===== src/rtl/polar_pkg.sv =====
// Shared constants, request/lane types and saturating LLR helpers for the polar SIMD unit.
package polar_pkg;

    localparam int XLEN          = 64;
    localparam int QTF_SIZE      = 8;
    localparam int LANES         = XLEN / QTF_SIZE;
    localparam int TRANS_ID_BITS = 3;

    typedef logic signed [QTF_SIZE-1:0] llr_t;

    localparam llr_t MAXV = {1'b0, {(QTF_SIZE-1){1'b1}}};
    localparam llr_t MINV = {1'b1, {(QTF_SIZE-1){1'b0}}};
    localparam logic signed [QTF_SIZE:0] MAXV_W = {2'b00, {(QTF_SIZE-1){1'b1}}};

    typedef enum logic [1:0] {
        PL_F   = 2'd0,
        PL_G   = 2'd1,
        PL_R   = 2'd2,
        PL_NOP = 2'd3
    } polar_op_e;

    typedef struct packed {
        polar_op_e                op;
        logic [XLEN-1:0]          a;
        logic [XLEN-1:0]          b;
        logic [LANES-1:0]         psum;
        logic [LANES-1:0]         frozen;
        logic [TRANS_ID_BITS-1:0] trans_id;
    } polar_req_t;

    // Per-lane values captured in S1; S2 only selects and signs them.
    typedef struct packed {
        logic sgn;
        llr_t mag;
        llr_t gsum;
        llr_t gdif;
        logic neg;
    } lane_s1_t;

    // Symmetric clamp: the most negative code is never produced.
    function automatic llr_t sat_llr(input logic signed [QTF_SIZE:0] x);
        if (x > MAXV_W) begin
            return MAXV;
        end else if (x < -MAXV_W) begin
            return -MAXV;
        end
        return llr_t'(x[QTF_SIZE-1:0]);
    endfunction

    function automatic llr_t abs_sat(input llr_t x);
        if (x == MINV) begin
            return MAXV;
        end else if (x < 0) begin
            return -x;
        end
        return x;
    endfunction

endpackage


===== src/rtl/polar_simd_unit_if.sv =====
// Request/response handshake bundle of the polar SIMD unit; slave is the unit side.
interface polar_simd_unit_if;
    import polar_pkg::*;

    logic                     valid_i;
    logic                     ready_o;
    polar_op_e                op_i;
    logic [XLEN-1:0]          operand_a_i;
    logic [XLEN-1:0]          operand_b_i;
    logic [LANES-1:0]         psum_i;
    logic [LANES-1:0]         frozen_i;
    logic [TRANS_ID_BITS-1:0] trans_id_i;
    logic                     valid_o;
    logic                     ready_i;
    logic [XLEN-1:0]          result_o;
    logic [TRANS_ID_BITS-1:0] trans_id_o;

    modport slave (
        input  valid_i, op_i, operand_a_i, operand_b_i, psum_i, frozen_i, trans_id_i, ready_i,
        output ready_o, valid_o, result_o, trans_id_o
    );

    modport master (
        output valid_i, op_i, operand_a_i, operand_b_i, psum_i, frozen_i, trans_id_i, ready_i,
        input  ready_o, valid_o, result_o, trans_id_o
    );

endinterface


===== src/rtl/polar_lane.sv =====
// Combinational per-lane F/G/R datapath: front half feeds S1, back half feeds S2.
// POLAR_SCALED_MINSUM_EN selects 0.75-scaled min-sum magnitude for F.
module polar_lane
    import polar_pkg::*;
(
    input  llr_t      a_i,
    input  llr_t      b_i,
    output lane_s1_t  pre_o,
    input  polar_op_e op_i,
    input  logic      psum_i,
    input  logic      frozen_i,
    input  lane_s1_t  pre_i,
    output llr_t      res_o,
    output logic      rbit_o
);

    llr_t                      abs_a;
    llr_t                      abs_b;
    logic signed [QTF_SIZE:0]  sum_w;
    logic signed [QTF_SIZE:0]  dif_w;
    llr_t                      mag;

    // ---- S1 input side ----
    always_comb begin
        abs_a      = abs_sat(a_i);
        abs_b      = abs_sat(b_i);
        sum_w      = {b_i[QTF_SIZE-1], b_i} + {a_i[QTF_SIZE-1], a_i};
        dif_w      = {b_i[QTF_SIZE-1], b_i} - {a_i[QTF_SIZE-1], a_i};
        pre_o.sgn  = a_i[QTF_SIZE-1] ^ b_i[QTF_SIZE-1];
        pre_o.mag  = (abs_a < abs_b) ? abs_a : abs_b;
        pre_o.gsum = sat_llr(sum_w);
        pre_o.gdif = sat_llr(dif_w);
        pre_o.neg  = a_i[QTF_SIZE-1];
    end

    // ---- S2 input side ----
    always_comb begin
`ifdef POLAR_SCALED_MINSUM_EN
        mag = pre_i.mag - (pre_i.mag >>> 2);
`else
        mag = pre_i.mag;
`endif
        case (op_i)
            PL_F:    res_o = pre_i.sgn ? -mag : mag;
            PL_G:    res_o = psum_i ? pre_i.gdif : pre_i.gsum;
            default: res_o = '0;
        endcase
        rbit_o = !frozen_i && pre_i.neg;
    end

endmodule


===== src/rtl/polar_simd_unit.sv =====
// Two-stage multi-lane polar SC kernel unit (F/G/R/NOP) behind a valid/ready handshake.
// POLAR_SCALED_MINSUM_EN (see polar_lane) enables scaled min-sum for F.
module polar_simd_unit
    import polar_pkg::*;
(
    input  logic              clk_i,
    input  logic              rst_i,
    input  logic              flush_i,
    polar_simd_unit_if.slave  bus,
    output logic              busy_o
);

    polar_req_t               req;
    lane_s1_t [LANES-1:0]     pre_w;
    lane_s1_t [LANES-1:0]     pre_q;
    logic [XLEN-1:0]          res_w;
    logic [LANES-1:0]         rbit_w;

    polar_op_e                op_q;
    logic [LANES-1:0]         psum_q;
    logic [LANES-1:0]         frozen_q;
    logic [TRANS_ID_BITS-1:0] tid1_q;
    logic                     s1_valid_q, s1_valid_d;

    logic [XLEN-1:0]          result_q, result_d;
    logic [TRANS_ID_BITS-1:0] tid2_q;
    logic                     s2_valid_q, s2_valid_d;

    logic                     s1_load;
    logic                     s2_load;
    logic                     accept;

    always_comb begin
        req.op       = bus.op_i;
        req.a        = bus.operand_a_i;
        req.b        = bus.operand_b_i;
        req.psum     = bus.psum_i;
        req.frozen   = bus.frozen_i;
        req.trans_id = bus.trans_id_i;
    end

    for (genvar i = 0; i < LANES; i++) begin : g_lane
        polar_lane u_lane (
            .a_i      (req.a[i*QTF_SIZE +: QTF_SIZE]),
            .b_i      (req.b[i*QTF_SIZE +: QTF_SIZE]),
            .pre_o    (pre_w[i]),
            .op_i     (op_q),
            .psum_i   (psum_q[i]),
            .frozen_i (frozen_q[i]),
            .pre_i    (pre_q[i]),
            .res_o    (res_w[i*QTF_SIZE +: QTF_SIZE]),
            .rbit_o   (rbit_w[i])
        );
    end

    // Ready depends only on pipeline state and ready_i, never on valid_i.
    always_comb begin
        s2_load    = !s2_valid_q || bus.ready_i;
        s1_load    = !s1_valid_q || s2_load;
        accept     = bus.valid_i && s1_load;

        s1_valid_d = s1_valid_q;
        s2_valid_d = s2_valid_q;
        if (flush_i) begin
            s1_valid_d = 1'b0;
            s2_valid_d = 1'b0;
        end else begin
            if (s1_load) s1_valid_d = accept;
            if (s2_load) s2_valid_d = s1_valid_q;
        end

        case (op_q)
            PL_F, PL_G: result_d = res_w;
            PL_R:       result_d = {{(XLEN-LANES){1'b0}}, rbit_w};
            default:    result_d = '0;
        endcase
    end

    always_ff @(posedge clk_i or posedge rst_i) begin
        if (rst_i) begin
            s1_valid_q <= 1'b0;
            s2_valid_q <= 1'b0;
            result_q   <= '0;
            tid2_q     <= '0;
        end else begin
            s1_valid_q <= s1_valid_d;
            s2_valid_q <= s2_valid_d;
            // ---- S1 -> S2 ----
            if (s2_load && s1_valid_q) begin
                result_q <= result_d;
                tid2_q   <= tid1_q;
            end
        end
    end

    // ---- input -> S1 ---- (datapath only; qualified by s1_valid_q)
    always_ff @(posedge clk_i) begin
        if (accept) begin
            pre_q    <= pre_w;
            op_q     <= req.op;
            psum_q   <= req.psum;
            frozen_q <= req.frozen;
            tid1_q   <= req.trans_id;
        end
    end

    assign bus.ready_o    = s1_load;
    assign bus.valid_o    = s2_valid_q;
    assign bus.result_o   = result_q;
    assign bus.trans_id_o = tid2_q;
    assign busy_o         = s1_valid_q | s2_valid_q;

endmodule


===== src/flat_wrapper.sv =====
// flat-port wrapper written by rule: the top's interface ports become plain ports
module polar_simd_unit_flat import polar_pkg::*;
  (clk_i, rst_i, flush_i, busy_o, bus_valid_i, bus_op_i, bus_operand_a_i, bus_operand_b_i, bus_psum_i, bus_frozen_i, bus_trans_id_i, bus_ready_i, bus_ready_o, bus_valid_o, bus_result_o, bus_trans_id_o);
  polar_simd_unit_if bus_i ();
  input  logic clk_i;
  input  logic rst_i;
  input  logic flush_i;
  output logic busy_o;
  input wire logic [$bits(bus_i.valid_i)-1:0] bus_valid_i;
  input wire logic [$bits(bus_i.op_i)-1:0] bus_op_i;
  input wire logic [$bits(bus_i.operand_a_i)-1:0] bus_operand_a_i;
  input wire logic [$bits(bus_i.operand_b_i)-1:0] bus_operand_b_i;
  input wire logic [$bits(bus_i.psum_i)-1:0] bus_psum_i;
  input wire logic [$bits(bus_i.frozen_i)-1:0] bus_frozen_i;
  input wire logic [$bits(bus_i.trans_id_i)-1:0] bus_trans_id_i;
  input wire logic [$bits(bus_i.ready_i)-1:0] bus_ready_i;
  output wire logic [$bits(bus_i.ready_o)-1:0] bus_ready_o;
  output wire logic [$bits(bus_i.valid_o)-1:0] bus_valid_o;
  output wire logic [$bits(bus_i.result_o)-1:0] bus_result_o;
  output wire logic [$bits(bus_i.trans_id_o)-1:0] bus_trans_id_o;
  assign bus_i.valid_i = bus_valid_i;
  assign bus_i.op_i = bus_op_i;
  assign bus_i.operand_a_i = bus_operand_a_i;
  assign bus_i.operand_b_i = bus_operand_b_i;
  assign bus_i.psum_i = bus_psum_i;
  assign bus_i.frozen_i = bus_frozen_i;
  assign bus_i.trans_id_i = bus_trans_id_i;
  assign bus_i.ready_i = bus_ready_i;
  assign bus_ready_o = bus_i.ready_o;
  assign bus_valid_o = bus_i.valid_o;
  assign bus_result_o = bus_i.result_o;
  assign bus_trans_id_o = bus_i.trans_id_o;
  polar_simd_unit u_core (.clk_i(clk_i), .rst_i(rst_i), .flush_i(flush_i), .bus(bus_i), .busy_o(busy_o));
endmodule

===== config.mk =====
export PLATFORM = sky130hd
export DESIGN_NAME = polar_simd_unit_flat
export DESIGN_NICKNAME = d
export VERILOG_FILES = /design/src/rtl/polar_pkg.sv /design/src/rtl/polar_simd_unit_if.sv /design/src/rtl/polar_lane.sv /design/src/rtl/polar_simd_unit.sv /design/src/flat_wrapper.sv
export SDC_FILE = /design/constraint.sdc
export NUM_CORES = 1
export LEC_CHECK = 0
export BUFFER_PORTS_ARGS = -buffer_cell sky130_fd_sc_hd__buf_2
export CAP_MARGIN = 25
export CORE_MARGIN = 2
export CORE_UTILIZATION = 55
export DETAILED_ROUTE_END_ITERATION = 8
export HOLD_SLACK_MARGIN = 0.06
export PLACE_DENSITY = 0.84
export SKIP_CTS_REPAIR_TIMING = 1
export SLEW_MARGIN = 20
export SYNTH_ARGS = -nofsm -noshare
export SYNTH_HDL_FRONTEND = slang
export SYNTH_SLANG_ARGS = --single-unit

===== constraint.sdc =====
create_clock -name clk_i -period 7.4 [get_ports clk_i]
set_input_delay 1.48 -clock clk_i [delete_from_list [all_inputs] [get_ports clk_i]]
set_output_delay 1.48 -clock clk_i [all_outputs]
set_load 0.01 [all_outputs]

==> results of run 1 <==
==> layer usage <==
metal | share of wire (%) | up-vias | track usage [%]
met4 | 2.5 | 2 | 7.99
met1 | 43 | 10400 | 35.9
met2 | 47 | 851 | 44.9
met5 | 0.012 | - | 0
met3 | 7.7 | 118 | 4.65
li1 | - | 10500 | -
==> power by group through the flow <==
stage | Sequential (mW) | Combinational (mW) | Clock, mW
CTS | 2.25 | 1.85 | 1.76
detailed placement | 2.28 | 1.83 | 0
finish | 2.25 | 1.88 | 1.73
floorplan | 2.25 | 1.31 | 0
global route | 2.27 | 2.07 | 1.82
global placement | 2.27 | 1.77 | 0
==> cells in the final DEF, fill, tap and decap left out, drive strengths merged, types with 14 or more instances in the layout <==
cell type	synthesis	final
clkbuf	103	41
o21a	31	31
nor2	230	230
and2	16	16
a221oi	16	16
a31oi	20	20
buf	18	230
o211ai	16	16
nor4	20	20
o31a	18	18
nor3	61	61
nand2	168	168
or3	22	22
and3	21	21
nand3	44	44
a22o	47	47
nor2b	40	40
nand2b	43	43
xor2	43	43
mux2i	126	126
dfrtp	69	69
a21o	34	34
xnor2	111	111
mux2	36	36
o21bai	15	15
a211oi	30	30
o31ai	46	46
or2	16	16
fa	16	16
inv	255	258
o22a	18	18
maj3	59	59
ha	208	208
nand4	28	28
edfxtp	229	229
nand3b	14	14
a21oi	193	193
o21ai	163	163
==> worst paths after layout <==
| kind | slack [ps] | endpoint | startpoint |
|---|---|---|---|
| setup / recovery | 2970 | u_core.pre_q[69] | bus_operand_b_i[17] |
| hold / removal | 480 | u_core.bus.trans_id_o[1] | u_core.tid1_q[1] |
| setup reg to reg | 5140 | u_core.bus.result_o[55] | u_core.op_q[1] |
| hold reg to reg | 480 | u_core.bus.trans_id_o[1] | u_core.tid1_q[1] |
| max in group asynchronous | 5760 | u_core.bus.result_o[47] | rst_i |
| min in group asynchronous | 1130 | u_core.bus.result_o[8] | rst_i |
==> cell type report <==
cell class	count	area, µm²
antenna	3	7.51
clock buffer	40	873
clock inverter	21	259
fill	3828	18000
inverter	256	962
multi-input combinational	2129	15600
sequential	298	8600
tap	607	759
timing repair buffer	231	1220
==> synthesized netlist by cell type, drive strengths merged (10+ instances only) <==
library cell	number	area share, %
a221oi	16	0.57
nor3	61	1.2
a31oi	20	0.63
a21o	34	1.0
o21a	31	0.91
and2	16	0.39
nand2b	43	1.1
a21boi	11	0.32
o21ai	163	3.2
nor2b	40	0.98
o31a	18	0.62
a31o	10	0.34
inv	255	3.7
nor4	20	0.54
nor2	230	3.4
o311ai	11	0.38
nand4	28	0.68
nand3b	14	0.41
ha	208	10
xor2	43	1.5
dfrtp	69	6.8
and3	21	0.51
o31ai	46	1.4
buf	18	0.35
fa	16	1.3
o22a	18	0.62
mux2	36	1.6
maj3	59	2.3
xnor2	111	3.8
a21oi	193	3.8
or4	11	0.32
a211oi	30	0.92
nand2	168	2.5
clkbuf	103	1.5
edfxtp	229	27
mux2i	126	4.9
a22o	47	1.6
or3	22	0.54
or2	16	0.39
o21bai	15	0.44
nand3	44	0.86
o211ai	16	0.47
==> per-stage QoR <==
step	util [%]	setup WS, ps
floorplan	-	2460
global placement	58.5	2550
global route	61.0	2840
CTS	60.9	3040
detailed placement	58.5	2480
finish	61.1	2970
==> cells by family after synthesis <==
kind of cell               after synthesis  share of synthesized area, %
buffers and inverters                  377                          5.62
AOI/OAI and AO/OA                      757                          20.1
and+or+nand+nor                        773                          15.1
xor gates and xnor gates               154                          5.27
DFF                                    298                          33.6
adders and majority gates              283                          13.7
muxes                                  162                          6.53
==> state kept, by name, indices dropped and copies added, names as in the netlist <==
register	count
u_core.bus.trans_id_o	3
u_core.psum_q	8
u_core.bus.result_o	64
u_core.s1_valid_q	1
u_core.pre_q	208
u_core.bus.valid_o	1
u_core.frozen_q	8
u_core.op_q	2
u_core.tid1_q	3
==> flow_metrics.tcl, run 1 <==
set metrics [dict create \
    cp_slowest_cell "o41ai_4" \
    dr_total_vias 21900 \
    hold_path_class "reg -> reg" \
    cts_tree "done" \
    synth_edf_count 229 \
    cts.clk_slew.worst_paths_ps 60 \
    fp.dieH_um 220 \
    grt_pass1_vias 20900 \
    maxCapViolCount 0 \
    required_ps 7680 \
    cp_cell_sequence "buf_2, inv_1, ha_1, or4b_4, or2_2, o211a_1, ha_1, a311oi_1, a21oi_1, a211oi_2, nor2_1, o41ai_4, mux2_2" \
    worstPathArrival_ps 4710 \
    finalHoldViolCount 0 \
    p_total_mw 5.86 \
    holdWs_ps 485 \
    ys_warn_count 0 \
    synth-seq-cells 298 \
    synth_fp_nets 3182 \
    clk_path_buf_depth 3 \
    skew_ps 24.9 \
    cp_max_fo 7 \
    max_clock_freq_ghz 0.226 \
    cp.depth 13 \
    grt_max_degree 152 \
    setup_viol 0 \
    ys_types 93 \
    core-area_um2 46300 \
    p_sw_share_pct 33.2 \
    syn_inst 2804 \
    grt_pass1_wl_um 105000 \
    drcViolationCount 0 \
    slowest_delay_ps 510 \
    ys_seq_area_share_pct 33.6 \
    gp_congestion 0.953 \
    fin_tns_setup_ps 0 \
    fin_crit_ps 4430 \
    grt_usage_pct 26.9 \
    drt-total-wl_um 66800 \
    p_leak_nw 12.2 \
    crit_top_cell "ha_1" \
    path_buf_inv 2 \
    area_delta_synth_final_pct 10.4 \
    drt_iter0_drc 1825 \
    rsz0062_at_grt "false" \
    slew_violations 0 \
    layout-drive-gt1-share_pct 12.6 \
    ant_nets 0 \
    p_comb_share_pct 32.0 \
    synth_flop_cell "edfxtp_1" \
    hold_depth 1 \
    dieArea_um2 48200 \
    status "finished, final reports clean" \
    crit_type "in -> reg" \
    async_reset_ff_share_pct 23.2 \
    r2r_cells 3 \
    initial_core_util_pct 55.3 \
    grt-ovfl-total 0 \
    cts_sinks 298 \
    avgViaCountPerCell 6.11 \
    portBuffers 223 \
    clockRootBuffer "clkbuf_16" \
    p_switching_mw 1.94 \
    first_pass_iters 6 \
    dpl_cell_area_um2 27000 \
    crit_family "compound AO/OA/AOI/OAI gates" \
    instances_no_fill 3585 \
    pin_count 224 \
    antenna_found_initial 4 \
    layout.nets 3328 \
    row_count 79 \
    synth.cell_area_um2 25600 \
    end_kind "flop" \
    final_cell_area_um2 28200 \
    worst_pin_slew_ps 975 \
    hpwl_um 50500 \
    p_int_mw 3.91 \
    fin_crit_sh_pct 59.9 \
    die_w_um 220 \
    seqPwrFrac_pct 38.4 \
    syn_avg_cell_area_um2 9.12 \
    slew_headroom_pct 34.2 \
    clk-insertion-delay-late_ps 540 \
    pwr-share-clk_pct 29.6 \
    numCtsBuffers 34 \
    cts_max_level 2 \
    placed_cells 3518 \
    wire_per_inst_um 18.6 \
    crit_path_start_kind "input pin" \
    ir_drop_uv 216 \
    power_density_nw_per_um2 207 \
]
Power figures use the tool's default switching activity.
==> run 2, diff against run 1 <==
Settings changed: PLACE_DENSITY 0.84 to 0.87.
Clock period 7.4 ns to 3.6 ns, I/O delays scaled along.
==> flow_metrics.tcl, run 2 (synthesized netlist as in run 1, its figures left out) <==
set metrics [dict create \
    grt_pass1_wl_um 105000 \
    ir_drop_uv 400 \
    largest_register_ffs 208 \
    row_count 79 \
    slew_headroom_pct 33.5 \
    grt_pass1_vias 21100 \
    antenna_found_initial 2 \
    fin_crit_ps 3270 \
    maxCapViolCount 0 \
    hold_path_class "in -> async" \
    p_leak_nw 12.9 \
    core-area_um2 46300 \
    crit_type "in -> reg" \
    wire_per_inst_um 17.8 \
    worstPathArrival_ps 3550 \
    layout.nets 3475 \
    grt_max_degree 101 \
    end_kind "flop" \
    die_w_um 220 \
    finalHoldViolCount 0 \
    hpwl_um 50800 \
    max_clock_freq_ghz 0.305 \
    dr_total_vias 22200 \
    status "finished, final reports clean" \
    avgViaCountPerCell 5.95 \
    numCtsBuffers 35 \
    clk-insertion-delay-late_ps 540 \
    top_register "u_core.pre_q" \
    ant_nets 0 \
    pin_count 224 \
    grt-ovfl-total 0 \
    dp_slack_ps -176 \
    drt-total-wl_um 66300 \
    initial_core_util_pct 55.3 \
    setup_viol 0 \
    area_delta_synth_final_pct 14.9 \
    cts_tree "done" \
    dieArea_um2 48200 \
    final_cell_mix "inv_1, nor2_1, edfxtp_1" \
    setup_ws_ps 326 \
    clockRootBuffer "clkbuf_16" \
    first_pass_iters 6 \
    fin_crit_sh_pct 90.9 \
    worst_pin_slew_ps 997 \
    portBuffers 223 \
    cts.clk_slew.worst_paths_ps 60 \
    fp.dieH_um 220 \
    final_core_util_pct 63.5 \
    final_common_cell "inv_1" \
    layout-drive-gt1-share_pct 16.8 \
    grt_usage_pct 26.9 \
    n_fill_cell 3690 \
    drcViolationCount 0 \
    cts_max_level 2 \
    fin_tns_setup_ps 0 \
    power_density_nw_per_um2 411 \
    rsz0062_at_grt "false" \
    required_ps 3880 \
    crit_path_start_kind "input pin" \
    cts_sinks 298 \
    slew_violations 0 \
    gp_congestion 0.979 \
    clk_path_buf_depth 3 \
    drt_iter0_drc 1901 \
    cp_max_fo 5 \
    skew_ps 24.7 \
]
run 2: power by group:
part / leakage, nW / internal, mW / switching, mW
clock: 0.537 / 2.03 / 1.41
combinational: 9.27 / 1.77 / 2.26
sequential: 3.10 / 4.32 / 0.296
run 2: layout make-up:
cell class	count	area (µm²)	share of cell area (%)
diodes	2	5.00	0.0170
clock buffers	47	962	3.27
clock inverters	15	139	0.473
inverters	256	970	3.30
multi-input cells	2129	15600	53.0
flip-flops and latches	298	8600	29.3
well taps	607	759	2.58
repair buffers	377	2360	8.03
run 2: final timing paths:
check	startpoint	to	slack [ps]	cells past startpoint
setup / recovery	bus_operand_b_i[56]	u_core.pre_q[202]	330	14
hold / removal	rst_i	u_core.bus.result_o[14]	270	3
setup reg to reg	u_core.pre_q[19]	u_core.bus.result_o[7]	1460	7
hold reg to reg	u_core.bus.result_o[6]	u_core.bus.result_o[6]	480	2
max in group asynchronous	rst_i	u_core.bus.result_o[40]	2790	3
min in group clk_i	bus_psum_i[1]	u_core.psum_q[1]	360	1
run 2: per-layer routing:
metal	global-route usage, %	vias to the layer above	share of wire [%]
met5	0	-	0
met4	8.17	0	2.7
met3	4.36	118	7.1
met2	46.3	819	48
met1	34.8	10400	42
li1	-	10800	-
run 2: stage by stage:
step	hold slack, ps	cell area, µm²	std cells	power [mW]
after global routing	278	29400	3729	12.7
final	268	29400	3731	12.1
after CTS	260	29400	3729	12.1
after global placement	456	28300	3667	8.50
after floorplan	455	25600	2804	7.32
after detailed placement	469	28300	3667	8.63
run 2: critical path: stages:
cell and delay [ps]:
buf_2 100, inv_1 70, ha_1 170, inv_1 60
or3_1 330, o311ai_0 270, o21ai_0 190, ha_1 330
nand4_1 130, nor2_1 190, o311a_1 210, nor3_1 60
mux2i_2 330, mux2_2 390
==> run 3, diff against run 2 <==
Settings changed: CTS_BUF_LIST from default to sky130_fd_sc_hd__clkbuf_8.
==> flow_metrics.tcl, run 3 (synthesized netlist as in run 1, its figures left out) <==
set metrics [dict create \
    setup_viol 0 \
    dieArea_um2 48200 \
    antenna_found_initial 3 \
    setup_ws_ps 386 \
    rr_endpoint "u_core.bus.result_o[7]" \
    top_register "u_core.pre_q" \
    p_leak_nw 13.0 \
    worstSetupEndpoint "u_core.pre_q[72]" \
    avgViaCountPerCell 5.96 \
    drt_iter0_drc 1766 \
    fin_crit_ps 3210 \
    grt-ovfl-total 0 \
    rsz0062_at_grt "false" \
    cp_max_fo 5 \
    final_cell_mix "inv_1, nor2_1, edfxtp_1" \
    area_delta_synth_final_pct 14.9 \
    required_ps 3930 \
    multi_input_area_um2 15600 \
    grt_pass1_vias 21300 \
    dp_slack_ps -176 \
    crit_path_start_kind "input pin" \
    largest_register_ffs 208 \
    p_total_mw 12.0 \
    cp_cell_sequence "buf_2, inv_4, ha_4, or4b_4, or2_4, o211a_1, ha_1, o211ai_1, a21oi_1, a211oi_2, nor2_1, o41ai_4, mux2_2" \
    ant_nets 0 \
    slew_headroom_pct 32.5 \
    status "finished, final reports clean" \
    worstPathArrival_ps 3540 \
    clk-insertion-delay-late_ps 630 \
    reg2reg_slack_ps 1440 \
    initial_core_util_pct 55.3 \
    grt_usage_pct 27.1 \
    clockRootBuffer "clkbuf_8" \
    grt_max_degree 101 \
    clk_path_buf_depth 3 \
    cts.clk_slew.worst_paths_ps 70 \
    critPathLaunch "bus_operand_b_i[17]" \
    crit_type "in -> reg" \
    slowest_delay_ps 450 \
    die_w_um 220 \
    layout.nets 3491 \
    wire_per_inst_um 17.7 \
    gp_congestion 0.979 \
    fin_crit_sh_pct 89.3 \
    r2r-start "u_core.pre_q[19]" \
    row_count 79 \
    slew_violations 0 \
    cp_slowest_cell "or4b_4" \
    portBuffers 223 \
    fp.dieH_um 220 \
    cts_tree "done" \
    drt-total-wl_um 66700 \
    grt_pass1_wl_um 105000 \
    fin_tns_setup_ps 0 \
    cts_sinks 298 \
    numCtsBuffers 51 \
    worst_pin_slew_ps 1010 \
    cts_max_level 2 \
    first_pass_iters 5 \
    holdWs_ps 180 \
    maxCapViolCount 0 \
    n_fill_cell 3694 \
    power_density_nw_per_um2 408 \
    final_common_cell "inv_1" \
    skew_ps 53.9 \
    hold_path_class "in -> async" \
    end_kind "flop" \
    final_core_util_pct 63.5 \
    max_clock_freq_ghz 0.311 \
    drcViolationCount 0 \
    dr_total_vias 22500 \
    pin_count 224 \
    hpwl_um 50800 \
    seq_area_um2 8600 \
    core-area_um2 46300 \
    ir_drop_uv 348 \
    r2r_cells 7 \
    layout-drive-gt1-share_pct 17.3 \
    finalHoldViolCount 0 \
]
==> run 3: worst min path at each step <==
stage | end | from | cells past startpoint
after floorplan | u_core.bus.trans_id_o[0] | u_core.tid1_q[0] | 1
after global placement | u_core.bus.result_o[37] | u_core.bus.result_o[37] | 2
after detailed placement | u_core.bus.result_o[6] | u_core.bus.result_o[6] | 2
after CTS | u_core.bus.valid_o | rst_i | 3
after global routing | u_core.bus.result_o[14] | rst_i | 3
final | u_core.bus.valid_o | rst_i | 3
==> run 3: through the flow <==
| stage | cells | area (µm²) |
|---|---|---|
| detailed placement | 3667 | 28300 |
| CTS | 3762 | 29400 |
| finish | 3765 | 29400 |
| global placement | 3667 | 28300 |
| floorplan | 2804 | 25600 |
| global route | 3762 | 29400 |
==> run 3: layout make-up <==
type                    instances  area share [%]
clock buffers                  54            2.53
repair buffers                377            8.03
well taps                     607            2.58
clock inverters                41            1.24
multi-input cells            2129            53.0
diodes                          3          0.0255
inverters                     256            3.30
flip-flops and latches        298            29.3
==> run 3: critical path: cells and delay by family <==
family          cells  cell delay (ps)
compound gates      5             1050
fa+ha+maj           2              390
buf+inv             2              190
mux                 1              380
simple gates        3              800
==> run 3: per-layer routing <==
metal	vias to the layer above	GRT usage [%]	wire, µm
met5	-	0	10
met4	2	9.06	1910
met3	135	4.42	4940
met2	876	46.5	31700
met1	10600	34.6	28100
li1	10900	-	-
==> run 3: where the power goes <==
| part | internal [mW] | switching [mW] | total, mW |
|---|---|---|---|
| Clock | 1.90 | 1.46 | 3.36 |
| Combinational | 1.77 | 2.26 | 4.03 |
| Sequential | 4.32 | 0.297 | 4.62 |
